**src/rtl/fetch_controller_pkg.sv**
```systemverilog
// rtl/fetch_controller_pkg.sv - shared types and defaults for the fetch controller
package fetch_controller_pkg;

  localparam int FQ_DEPTH_DEFAULT = 8;

  typedef enum logic [1:0] {
    RUN   = 2'd0,
    STALL = 2'd1,
    HALT  = 2'd2
  } fetch_state_t;

  // Default-width queue entry; the controller re-derives it for its own widths.
  typedef struct packed {
    logic [31:0] inst;
    logic [31:0] pc;
    logic        pred_taken;
  } fq_entry_t;

  function automatic logic [1:0] slot_count(input logic [1:0] v);
    return {v[1] & v[0], v[0] ^ v[1]};
  endfunction

endpackage

```
**src/rtl/fetch_controller_queue.sv**
```systemverilog
// rtl/fetch_controller_queue.sv - 2-in/2-out circular fetch queue with synchronous flush
module fetch_queue
  import fetch_controller_pkg::*;
#(
  parameter int  DEPTH   = FQ_DEPTH_DEFAULT,
  parameter type entry_t = fq_entry_t,
  localparam int PTR_W   = $clog2(DEPTH),
  localparam int CNT_W   = PTR_W + 1
) (
  input  logic             clk,
  input  logic             rst_n,
  input  logic             flush,
  input  logic [1:0]       push_num,
  input  entry_t           push_0,
  input  entry_t           push_1,
  input  logic [1:0]       pop_num,
  output logic [CNT_W-1:0] count,
  output entry_t           head_0,
  output entry_t           head_1
);

  localparam logic [PTR_W-1:0] PTR_ONE = PTR_W'(1);

  entry_t           mem [DEPTH];
  logic [PTR_W-1:0] rd_ptr;
  logic [PTR_W-1:0] wr_ptr;
  logic [PTR_W-1:0] wr_ptr_1;
  logic [PTR_W-1:0] rd_ptr_1;

  assign wr_ptr_1 = wr_ptr + PTR_ONE;
  assign rd_ptr_1 = rd_ptr + PTR_ONE;
  assign head_0   = mem[rd_ptr];
  assign head_1   = mem[rd_ptr_1];

  // Storage carries no reset; consumers gate it with the occupancy count.
  always_ff @(posedge clk) begin
    if (!flush) begin
      if (push_num != 2'd0) mem[wr_ptr] <= push_0;
      if (push_num == 2'd2) mem[wr_ptr_1] <= push_1;
    end
  end

  always_ff @(posedge clk or negedge rst_n) begin
    if (!rst_n) begin
      rd_ptr <= '0;
      wr_ptr <= '0;
      count  <= '0;
    end else if (flush) begin
      rd_ptr <= '0;
      wr_ptr <= '0;
      count  <= '0;
    end else begin
      wr_ptr <= wr_ptr + PTR_W'(push_num);
      rd_ptr <= rd_ptr + PTR_W'(pop_num);
      count  <= count + CNT_W'(push_num) - CNT_W'(pop_num);
    end
  end

endmodule

```
**src/rtl/fetch_controller.sv**
```systemverilog
// rtl/fetch_controller.sv - fetch PC sequencing, branch steering and fetch-queue front end
module fetch_controller
  import fetch_controller_pkg::*;
#(
  parameter int                    ADDR_WIDTH = 32,
  parameter int                    DATA_WIDTH = 32,
  parameter logic [ADDR_WIDTH-1:0] START_PC   = '0,
  parameter int                    FQ_DEPTH   = FQ_DEPTH_DEFAULT,
  localparam int                   CNT_W      = $clog2(FQ_DEPTH) + 1
) (
  input  logic                  clk,
  input  logic                  rst_n,
  output logic [ADDR_WIDTH-1:0] rom_addr,
  output logic                  rom_predict_taken,
  input  logic [ADDR_WIDTH-1:0] rom_inst_addr_0,
  input  logic [ADDR_WIDTH-1:0] rom_inst_addr_1,
  input  logic [DATA_WIDTH-1:0] rom_inst_0,
  input  logic [DATA_WIDTH-1:0] rom_inst_1,
  input  logic [1:0]            rom_valid,
  input  logic                  bp_taken,
  input  logic [ADDR_WIDTH-1:0] bp_target,
  input  logic                  redirect_valid,
  input  logic [ADDR_WIDTH-1:0] redirect_pc,
  input  logic                  dec_ready,
  output logic [1:0]            dec_valid,
  output logic [DATA_WIDTH-1:0] dec_inst_0,
  output logic [DATA_WIDTH-1:0] dec_inst_1,
  output logic [ADDR_WIDTH-1:0] dec_pc_0,
  output logic [ADDR_WIDTH-1:0] dec_pc_1,
  output logic                  dec_pred_taken_0,
  output logic                  dec_pred_taken_1,
  output logic [CNT_W-1:0]      fq_count,
  output logic                  halted
);

  typedef struct packed {
    logic [DATA_WIDTH-1:0] inst;
    logic [ADDR_WIDTH-1:0] pc;
    logic                  pred_taken;
  } entry_t;

  fetch_state_t     state;
  logic [ADDR_WIDTH-1:0] pc;
  logic [CNT_W-1:0] free;
  logic             room;
  logic             accept;
  logic             slot_0;
  logic             slot_1;
  logic [1:0]       push_num;
  logic [1:0]       pop_num;
  entry_t           push_0;
  entry_t           push_1;
  entry_t           head_0;
  entry_t           head_1;

  // Occupancy before this cycle's dequeue, so a pop never makes room for a same-cycle fetch.
  assign free   = CNT_W'(FQ_DEPTH) - fq_count;
  assign room   = free >= CNT_W'(2);
  assign accept = (state == RUN) && room && !redirect_valid;

  // Slot 1 is wrong-path whenever slot 0 is predicted taken.
  assign slot_0 = rom_valid[0];
  assign slot_1 = rom_valid[0] & rom_valid[1] & ~bp_taken;

  assign push_num = accept ? slot_count({slot_1, slot_0}) : 2'd0;
  assign pop_num  = (dec_ready && !redirect_valid) ? slot_count(dec_valid) : 2'd0;

  always_comb begin
    push_0            = '0;
    push_0.inst       = rom_inst_0;
    push_0.pc         = rom_inst_addr_0;
    push_0.pred_taken = bp_taken;
    push_1            = '0;
    push_1.inst       = rom_inst_1;
    push_1.pc         = rom_inst_addr_1;
    push_1.pred_taken = 1'b0;
  end

  fetch_queue #(
    .DEPTH   (FQ_DEPTH),
    .entry_t (entry_t)
  ) u_fetch_queue (
    .clk      (clk),
    .rst_n    (rst_n),
    .flush    (redirect_valid),
    .push_num (push_num),
    .push_0   (push_0),
    .push_1   (push_1),
    .pop_num  (pop_num),
    .count    (fq_count),
    .head_0   (head_0),
    .head_1   (head_1)
  );

  always_ff @(posedge clk or negedge rst_n) begin
    if (!rst_n) begin
      state <= RUN;
      pc    <= START_PC;
    end else if (redirect_valid) begin
      state <= RUN;
      pc    <= {redirect_pc[ADDR_WIDTH-1:2], 2'b00};
    end else begin
      case (state)
        RUN: begin
          if (!room) begin
            state <= STALL;
          end else if (slot_0 && bp_taken) begin
            pc <= bp_target;
          end else if (slot_1) begin
            pc <= pc + ADDR_WIDTH'(8);
          end else if (slot_0) begin
            pc    <= pc + ADDR_WIDTH'(4);
            state <= HALT;
          end else begin
            state <= HALT;
          end
        end
        STALL: if (room) state <= RUN;
        HALT:  state <= HALT;
        default: state <= RUN;
      endcase
    end
  end

  assign rom_addr          = pc;
  assign rom_predict_taken = bp_taken;
  assign halted            = (state == HALT);

  assign dec_valid = redirect_valid ? 2'b00
                                    : {fq_count >= CNT_W'(2), fq_count != '0};

  assign dec_inst_0       = dec_valid[0] ? head_0.inst       : '0;
  assign dec_pc_0         = dec_valid[0] ? head_0.pc         : '0;
  assign dec_pred_taken_0 = dec_valid[0] ? head_0.pred_taken : 1'b0;
  assign dec_inst_1       = dec_valid[1] ? head_1.inst       : '0;
  assign dec_pc_1         = dec_valid[1] ? head_1.pc         : '0;
  assign dec_pred_taken_1 = dec_valid[1] ? head_1.pred_taken : 1'b0;

endmodule

```
**config.mk**
```make
export PLATFORM = sky130hd
export DESIGN_NAME = fetch_controller
export DESIGN_NICKNAME = d
export VERILOG_FILES = /design/src/rtl/fetch_controller_pkg.sv /design/src/rtl/fetch_controller_queue.sv /design/src/rtl/fetch_controller.sv
export SDC_FILE = /design/constraint.sdc
export NUM_CORES = 1
export LEC_CHECK = 0
export ABC_CLOCK_PERIOD_IN_PS = 3600
export CORE_MARGIN = 4
export CORE_UTILIZATION = 55
export CTS_CLUSTER_SIZE = 16
export DETAILED_ROUTE_END_ITERATION = 8
export GPL_ROUTABILITY_DRIVEN = 0
export PLACE_DENSITY = 0.81
export SYNTH_ARGS = -nofsm -noshare
export SYNTH_HDL_FRONTEND = slang
export SYNTH_SLANG_ARGS = --single-unit
export TNS_END_PERCENT = 1
```
**constraint.sdc**
```tcl
create_clock -name clk -period 3.6 [get_ports clk]
set_input_delay 0.36 -clock clk [delete_from_list [all_inputs] [get_ports clk]]
set_output_delay 0.36 -clock clk [all_outputs]
set_load 0.1 [all_outputs]
```
## Yosys cells after proc, flatten, opt, wreduce, memory -nomap -nowiden

Memories as Yosys holds them, arrays and structs flattened.
Index checks and enable logic that the tools add are counted.

| word-level totals | value |
|---|---|
| bits in registers | 44 |
| bits in latches | 0 |
| RAM bits | 520 |
| memory bits (read-only) | 0 |
| input port bits | 199 |
| output and inout port bits | 170 |
| logic and storage cells | 73 |
| memories | 1 |

Memory list:

| name | words | bits a word | rd ports | clocked after Yosys merged registers in | write ports | line | source |
|---|---|---|---|---|---|---|---|
| u_fetch_queue.mem | 8 | 65 | 2 | 0 | 2 | fetch_controller_queue.sv:24 | `entry_t mem [DEPTH];` |

| operators by class | value |
|---|---|
| $add $sub $neg | 9 |
| multipliers | 0 |
| div/mod/pow operators | 0 |
| $lt $le $gt $ge | 2 |
| eq/ne operators | 6 |
| shifts and indexed selects | 0 |
| mux-type cells | 30 |
| bitwise gates (word level) | 7 |
| reduce and logical (&&, ||, !) cells | 13 |

Operators by type and width:

| kind | number |
|---|---|
| 32-bit two-way mux | 10 |
| 32-bit by 3-bit adder with 32-bit output, second input constant | 1 |
| 32-bit by 4-bit adder with 32-bit output, second input constant | 1 |
| 2-bit two-way mux | 8 |
| 4-bit by 2-bit >= comparator with 1-bit output, second input constant | 2 |
| 1-bit two-way mux | 8 |
| 4-bit inequality test, second input constant | 2 |
| 4-bit nonzero test | 2 |
| 3-bit by 1-bit adder with 3-bit output, second input constant | 2 |
| 3-bit by 2-bit adder with 3-bit output | 2 |
| 3-bit two-way mux | 2 |
| 2-bit one-hot mux with 3 select lines | 1 |
| 3-bit AND reduction | 2 |
| 2-bit nonzero test | 3 |
| 4-bit by 2-bit adder with 4-bit output | 1 |
| 1-bit AND | 4 |
| 2-bit equality test, second input constant | 2 |
| 1-bit logical AND | 4 |
| 4-bit two-way mux | 1 |
| 4-bit by 2-bit subtractor with 4-bit output | 1 |
| 4-bit subtractor, first input constant | 1 |
| 3-bit inequality test, second input constant | 1 |
| 2-bit by 1-bit equality test with 1-bit output, second input constant | 1 |
| 2-bit zero test | 1 |
| other kinds (3) | 4 |

## Logic depth before layout (Yosys ltp)

| depth | value |
|---|---|
| depth in word-level cells | 9 |
| mapped depth | 18 |

## Modules after synthesis

A second synthesis with hierarchy kept.

| second synthesis, totals | value |
|---|---|
| cell total of the unflattened synthesis | 2176 |
| area total of the unflattened synthesis | 34109.0 um^2 |

By module, submodules not included:

| module | times used | cells each | area each (um^2) | seq. area each (um^2) |
|---|---|---|---|---|
| fetch_queue | 1 | 1647 | 30316.6 | 15865.2 |
| fetch_controller | 1 | 529 | 3792.4 | 850.8 |

## Worst setup path after synthesis

No wires, ideal clock.

| path | value |
|---|---|
| path kind | register to register |
| start point | register u_fetch_queue.count[0] |
| end point | register u_fetch_queue.count[2] |
| setup time | 0.132 ns |
| arrival | 4.401 ns |
| required time | 3.468 ns |
| setup slack | -0.933 ns |
| stages on the path, launching flop included | 17 |
| buffers on the path | 2 |
| cell sequence | dfrtp_1 -> inv_1 -> ha_1 -> nor2_1 -> nand2_1 -> nand2_1 -> clkbuf_1 -> clkbuf_1 -> inv_1 -> ha_1 -> and3_1 -> ha_1 -> inv_1 -> ha_1 -> fa_1 -> xnor2_1 -> nor2_1 |

RTL lines:

| item | line | source |
|---|---|---|
| start, declared | fetch_controller_queue.sv:17 | `output logic [CNT_W-1:0] count,` |
| start signal, assigned | fetch_controller_queue.sv:55 | `count <= count + CNT_W'(push_num) - CNT_W'(pop_num);` |
| 4-bit by 2-bit >= comparator with 1-bit output (*) | fetch_controller.sv:130 | `: {fq_count >= CNT_W'(2), fq_count != '0};` |
| 2-bit two-way mux (*) | fetch_controller.sv:129 | `assign dec_valid = redirect_valid ? 2'b00` |
| via dec_valid[1] | fetch_controller.sv:25 | `output logic [1:0] dec_valid,` |
| 1-bit XOR or 1-bit AND (tied branches) | fetch_controller_pkg.sv:20 | `return {v[1] & v[0], v[0] ^ v[1]};` |
| 2-bit two-way mux (*) | fetch_controller.sv:66 | `assign pop_num = (dec_ready && !redirect_valid) ? slot_count(dec_valid) : 2'd0;` |
| 4-bit by 2-bit subtractor with 4-bit output (*) | fetch_controller_queue.sv:55 |  |
| 4-bit two-way mux (*) | fetch_controller_queue.sv:48 | `end else if (flush) begin` |

The timed path passes the listed nets; every way through them passes the cells marked *.
A chain may end at the register's enable or synchronous reset.

## Worst setup path in the final report

| path | value |
|---|---|
| start point | register u_fetch_queue.rd_ptr[0] |
| end point | output port dec_inst_1[3] |

| between the ends | value |
|---|---|
| longest elaborated chain between the ends | 3 |

RTL lines:

| item | line | source |
|---|---|---|
| start, declared | fetch_controller_queue.sv:25 | `logic [PTR_W-1:0] rd_ptr;` |
| start signal, assigned | fetch_controller_queue.sv:54 | `rd_ptr <= rd_ptr + PTR_W'(pop_num);` |
| 3-bit by 1-bit adder with 3-bit output | fetch_controller_queue.sv:31 | `assign rd_ptr_1 = rd_ptr + PTR_ONE;` |
| memory 8 x 65 bit | n/a |  |
| 32-bit two-way mux | fetch_controller.sv:135 | `assign dec_inst_1 = dec_valid[1] ? head_1.inst : '0;` |
| end, declared | fetch_controller.sv:27 | `output logic [DATA_WIDTH-1:0] dec_inst_1,` |

No other way between the ends.

==> summary.txt <==
Run status
  – Status: finished, violations left
  – Failing checks: negative setup slack

Layout
  – Area of the multi-input gates: around 0.015 sq mm
  – Commonest non-fill, non-tap cell in the layout: a22o_1
  – Area Overhead vs Synth: 23.8%
  – # fillers: 3,753
  – Commonest cells after routing, fill and taps aside: a22o_1 (516), edfxtp_1 (512), mux4_2 (260), clkdlybuf4s50_1 (230), buf_12 (170)
  – NumNets Final: 2,781
  – Sequential cell area: 0.0167 sq mm
  – Fin area: just over 0.04 sq mm
  – Share of layout cells above drive strength 1: 0.243

Global route
  – GRT Total Usage: 0.341
  – Overflow after GRT: 0
  – Vias in the first global route: 26,500
  – Pin count of the biggest net entering global routing: 85
  – First-pass GRT wire length: 164,000 microns
  – Antenna violations before repair: 24

Setup path
  – Critical Path End Type: output pin
  – Flop-to-flop setup slack: 0.32 ns
  – Worst EP arrival: approximately 3.3 ns
  – Crit Path Max Fanout: 29
  – Largest stage delay, worst path: 0.68 ns
  – CP max-delay cell: dfrtp_4
  – Critical Path, Cell by Cell: ha_4 > xnor2_2 > buf_4 > nand2_1 > a21oi_1 > buf_12
  – Crit path kind: reg2out
  – CP required: 3.24 ns
  – Startpoint types: register

Timing
  – Fmax: 0.277 GHz
  – Final slew viol count: 0
  – Max-slew headroom: 0.200
  – Final Setup Violations: 1
  – Final worst path period share: 1.00
  – Final Hold Fails: 0
  – Period minus WS final: 3.61 ns
  – Unrepaired setup endpoints after global routing: true
  – Min Hold Slack: 0.120 ns
  – Skew final: 0.0271 ns
  – Worst-Margin Slew: 1.20 ns
  – Worst setup margin: -0.0125 ns

Clocking
  – CTS Sinks: 564
  – Max H-tree Level: 2
  – Clk buf depth: 3
  – CTS tree: yes
  – Setup bufs post-CTS: 0
  – Clock root buffer: clkbuf_16
  – Clk Latency, worst-skew pair: 0.64 ns
  – Worst-path clk slew: ~0.06 ns
  – Num CTS Buffers: 57

Drt
  – ANT nets after route: 0
  – WL final: 111,000 microns
  – Detailed Route Iter0 Violations: 3,757
  – TritonRoute pass-1 iters: 8
  – Remaining routing DRC violations: 0
  – Avg WL per Cell: 32.6 microns
  – Via-to-Cell Ratio: 7.55
  – Vias: 25,700

Floorplan
  – Die ar.: about 0.064 sq mm
  – IO Pins: 369
  – # rows: between 80 and 90
  – Core ar.: roughly 0.06 sq mm
  – Die width: 253 microns
  – Initial Util: 0.557
  – Floorplan die height: 253 microns

Power
  – Leak pwr: ~0.013 uW
  – Pint: 16,000 uW
  – P_sw: roughly 12,000 uW
  – Clock network power share: 0.226
  – Comb power frac: 0.480
  – Switching share of power: 0.420
  – PwrDens: 679 mW/mm^2
  – Max rail drop VDD: 0.546 mV
  – Seq pwr share: 0.294

Yosys
  – Netlist Area Pre-Place: between 0.03 and 0.04 sq mm
  – Yosys cell types: between 70 and 80
  – Net Count, Synth: ~2,600
  – Cells after Synth: about 2,400
  – Synthesized area per cell: between 10 and 15 sq um
  – Ys flop type: edfxtp_1
  – Sequential share of the synthesized area: 0.505
  – Post-synth EDFFs: 512
  – Ys Warns: 0
  – Post-synth ARST share: 0.0780
  – Synth Register Bits: 564

Place
  – Placed instance area: 0.0387 sq mm
  – Detail Placement HPWL: 64,100 microns
  – Input/output buffers: 366

Min path
  – Hold/Removal Path Class: in2reg

Run
  – Max cap viols: 0
stage by stage:
| step | worst slack, ns | utilization | total power, uW | setup TNS (ns) | instances |
|---|---|---|---|---|---|
| after floorplan | -0.298 | - | 17000 | -10.05 | 2412 |
| after global placement | 0.167 | 0.655 | 21100 | 0 | 3276 |
| after detailed placement | 0.155 | 0.655 | 21300 | 0 | 3276 |
| after CTS | 0.0633 | 0.688 | 27500 | 0 | 3382 |
| after global routing | -0.0562 | 0.689 | 28400 | -0.244 | 3400 |
| final | -0.0125 | 0.689 | 27700 | -0.0125 | 3405 |
critical path, delay by kind of cell (launching register included):
| kind | cells | cell delay (ns) |
|---|---|---|
| compound gates | 1 | 0.56 |
| xor+xnor | 1 | 0.22 |
| fa+ha+maj | 1 | 0.28 |
| buf+inv | 2 | 0.75 |
| flops | 1 | 0.68 |
| simple gates | 1 | 0.12 |
state kept, by name, indices dropped and copies added (netlist names):
signal	count
u_fetch_queue.count	4
u_fetch_queue.wr_ptr	3
u_fetch_queue.mem	520
state	2
rom_addr	32
u_fetch_queue.rd_ptr	3
logic make-up after synthesis:
group / synth area share
compound gates: 0.173
flops: 0.505
simple gates: 0.0533
buf+inv: 0.0494
mux: 0.205
xor+xnor: 0.00585
fa+ha+maj: 0.00791
path summary, 6_finish.rpt:
check | startpoint | depth (start not counted) | to
max in group asynchronous | rst_n | 2 | u_fetch_queue.rd_ptr[1]
max | u_fetch_queue.rd_ptr[0] | 6 | dec_inst_1[3]
min reg2reg | u_fetch_queue.mem[2][0] | 2 | u_fetch_queue.mem[2][0]
min in group asynchronous | rst_n | 2 | rom_addr[8]
min | redirect_valid | 2 | u_fetch_queue.rd_ptr[0]
max reg2reg | u_fetch_queue.count[1] | 8 | u_fetch_queue.mem[1][64]
cell usage after synthesis, types with 5 or more instances:
master    instances  area [sq um]
dfrtp_1          44          1100
a31oi_1           6          37.5
ha_1             16           200
clkbuf_1        105           394
xnor2_1          15           131
inv_1            18          67.6
buf_2            81           405
nor3_1           12          60.1
or4_1             5          37.5
buf_1           157           589
nand2_1         168           631
nor2b_1           9          56.3
o22ai_1           9          56.3
o21ai_0          14          70.1
o221ai_1          8          70.1
nand3_1          16          80.1
a21oi_1          80           400
mux2i_1          82           821
mux4_2          260          5860
xor2_1            7          61.3
nand2b_1          8          50.1
mux2_2            6          67.6
a22o_1          516          4520
edfxtp_1        512         15400
buf_4            21           158
a32o_1            5          50.1
o31ai_1           6          45.0
nor2_1          104           390
dfxtp_1           8           160
or2_2             9          56.3
nor4_1           10          62.6
or3_1             5          31.3
and3_1           17           106
layout make-up:
| class | count | share of cell area |
|---|---|---|
| inverters | 18 | 0.00190 |
| flip-flops and latches | 564 | 0.409 |
| clock inverters | 34 | 0.0103 |
| multi-input cells | 1465 | 0.365 |
| diodes | 23 | 0.00141 |
| clock buffers | 71 | 0.0371 |
| repair buffers | 457 | 0.151 |
| well taps | 773 | 0.0237 |
what timing repair did:
action                                 CTS  global route
gates resized for setup                  0             2
hold buffers                             1             0
endpoints found under the hold margin   44             0
setup endpoints to repair                0             5
power by group through the flow:
stage | clock network, uW | logic [uW] | registers, uW
2_1_floorplan | 0 | 7980 | 9020
3_3_place_gp | 0 | 13000 | 8170
3_5_place_dp | 0 | 13100 | 8220
4_1_cts | 6240 | 13200 | 8100
5_1_grt | 6510 | 13700 | 8160
6_report | 6250 | 13300 | 8130
per-layer routing:
| layer | routed length [microns] | vias to the layer above | track usage |
|---|---|---|---|
| li1 | - | 10100 | - |
| met1 | 35400 | 12600 | 0.416 |
| met2 | 53800 | 2566 | 0.551 |
| met3 | 15700 | 461 | 0.0911 |
| met4 | 6000 | 6 | 0.196 |
| met5 | 40 | - | 0 |
Note: power is estimated with default switching activity, not from simulation.
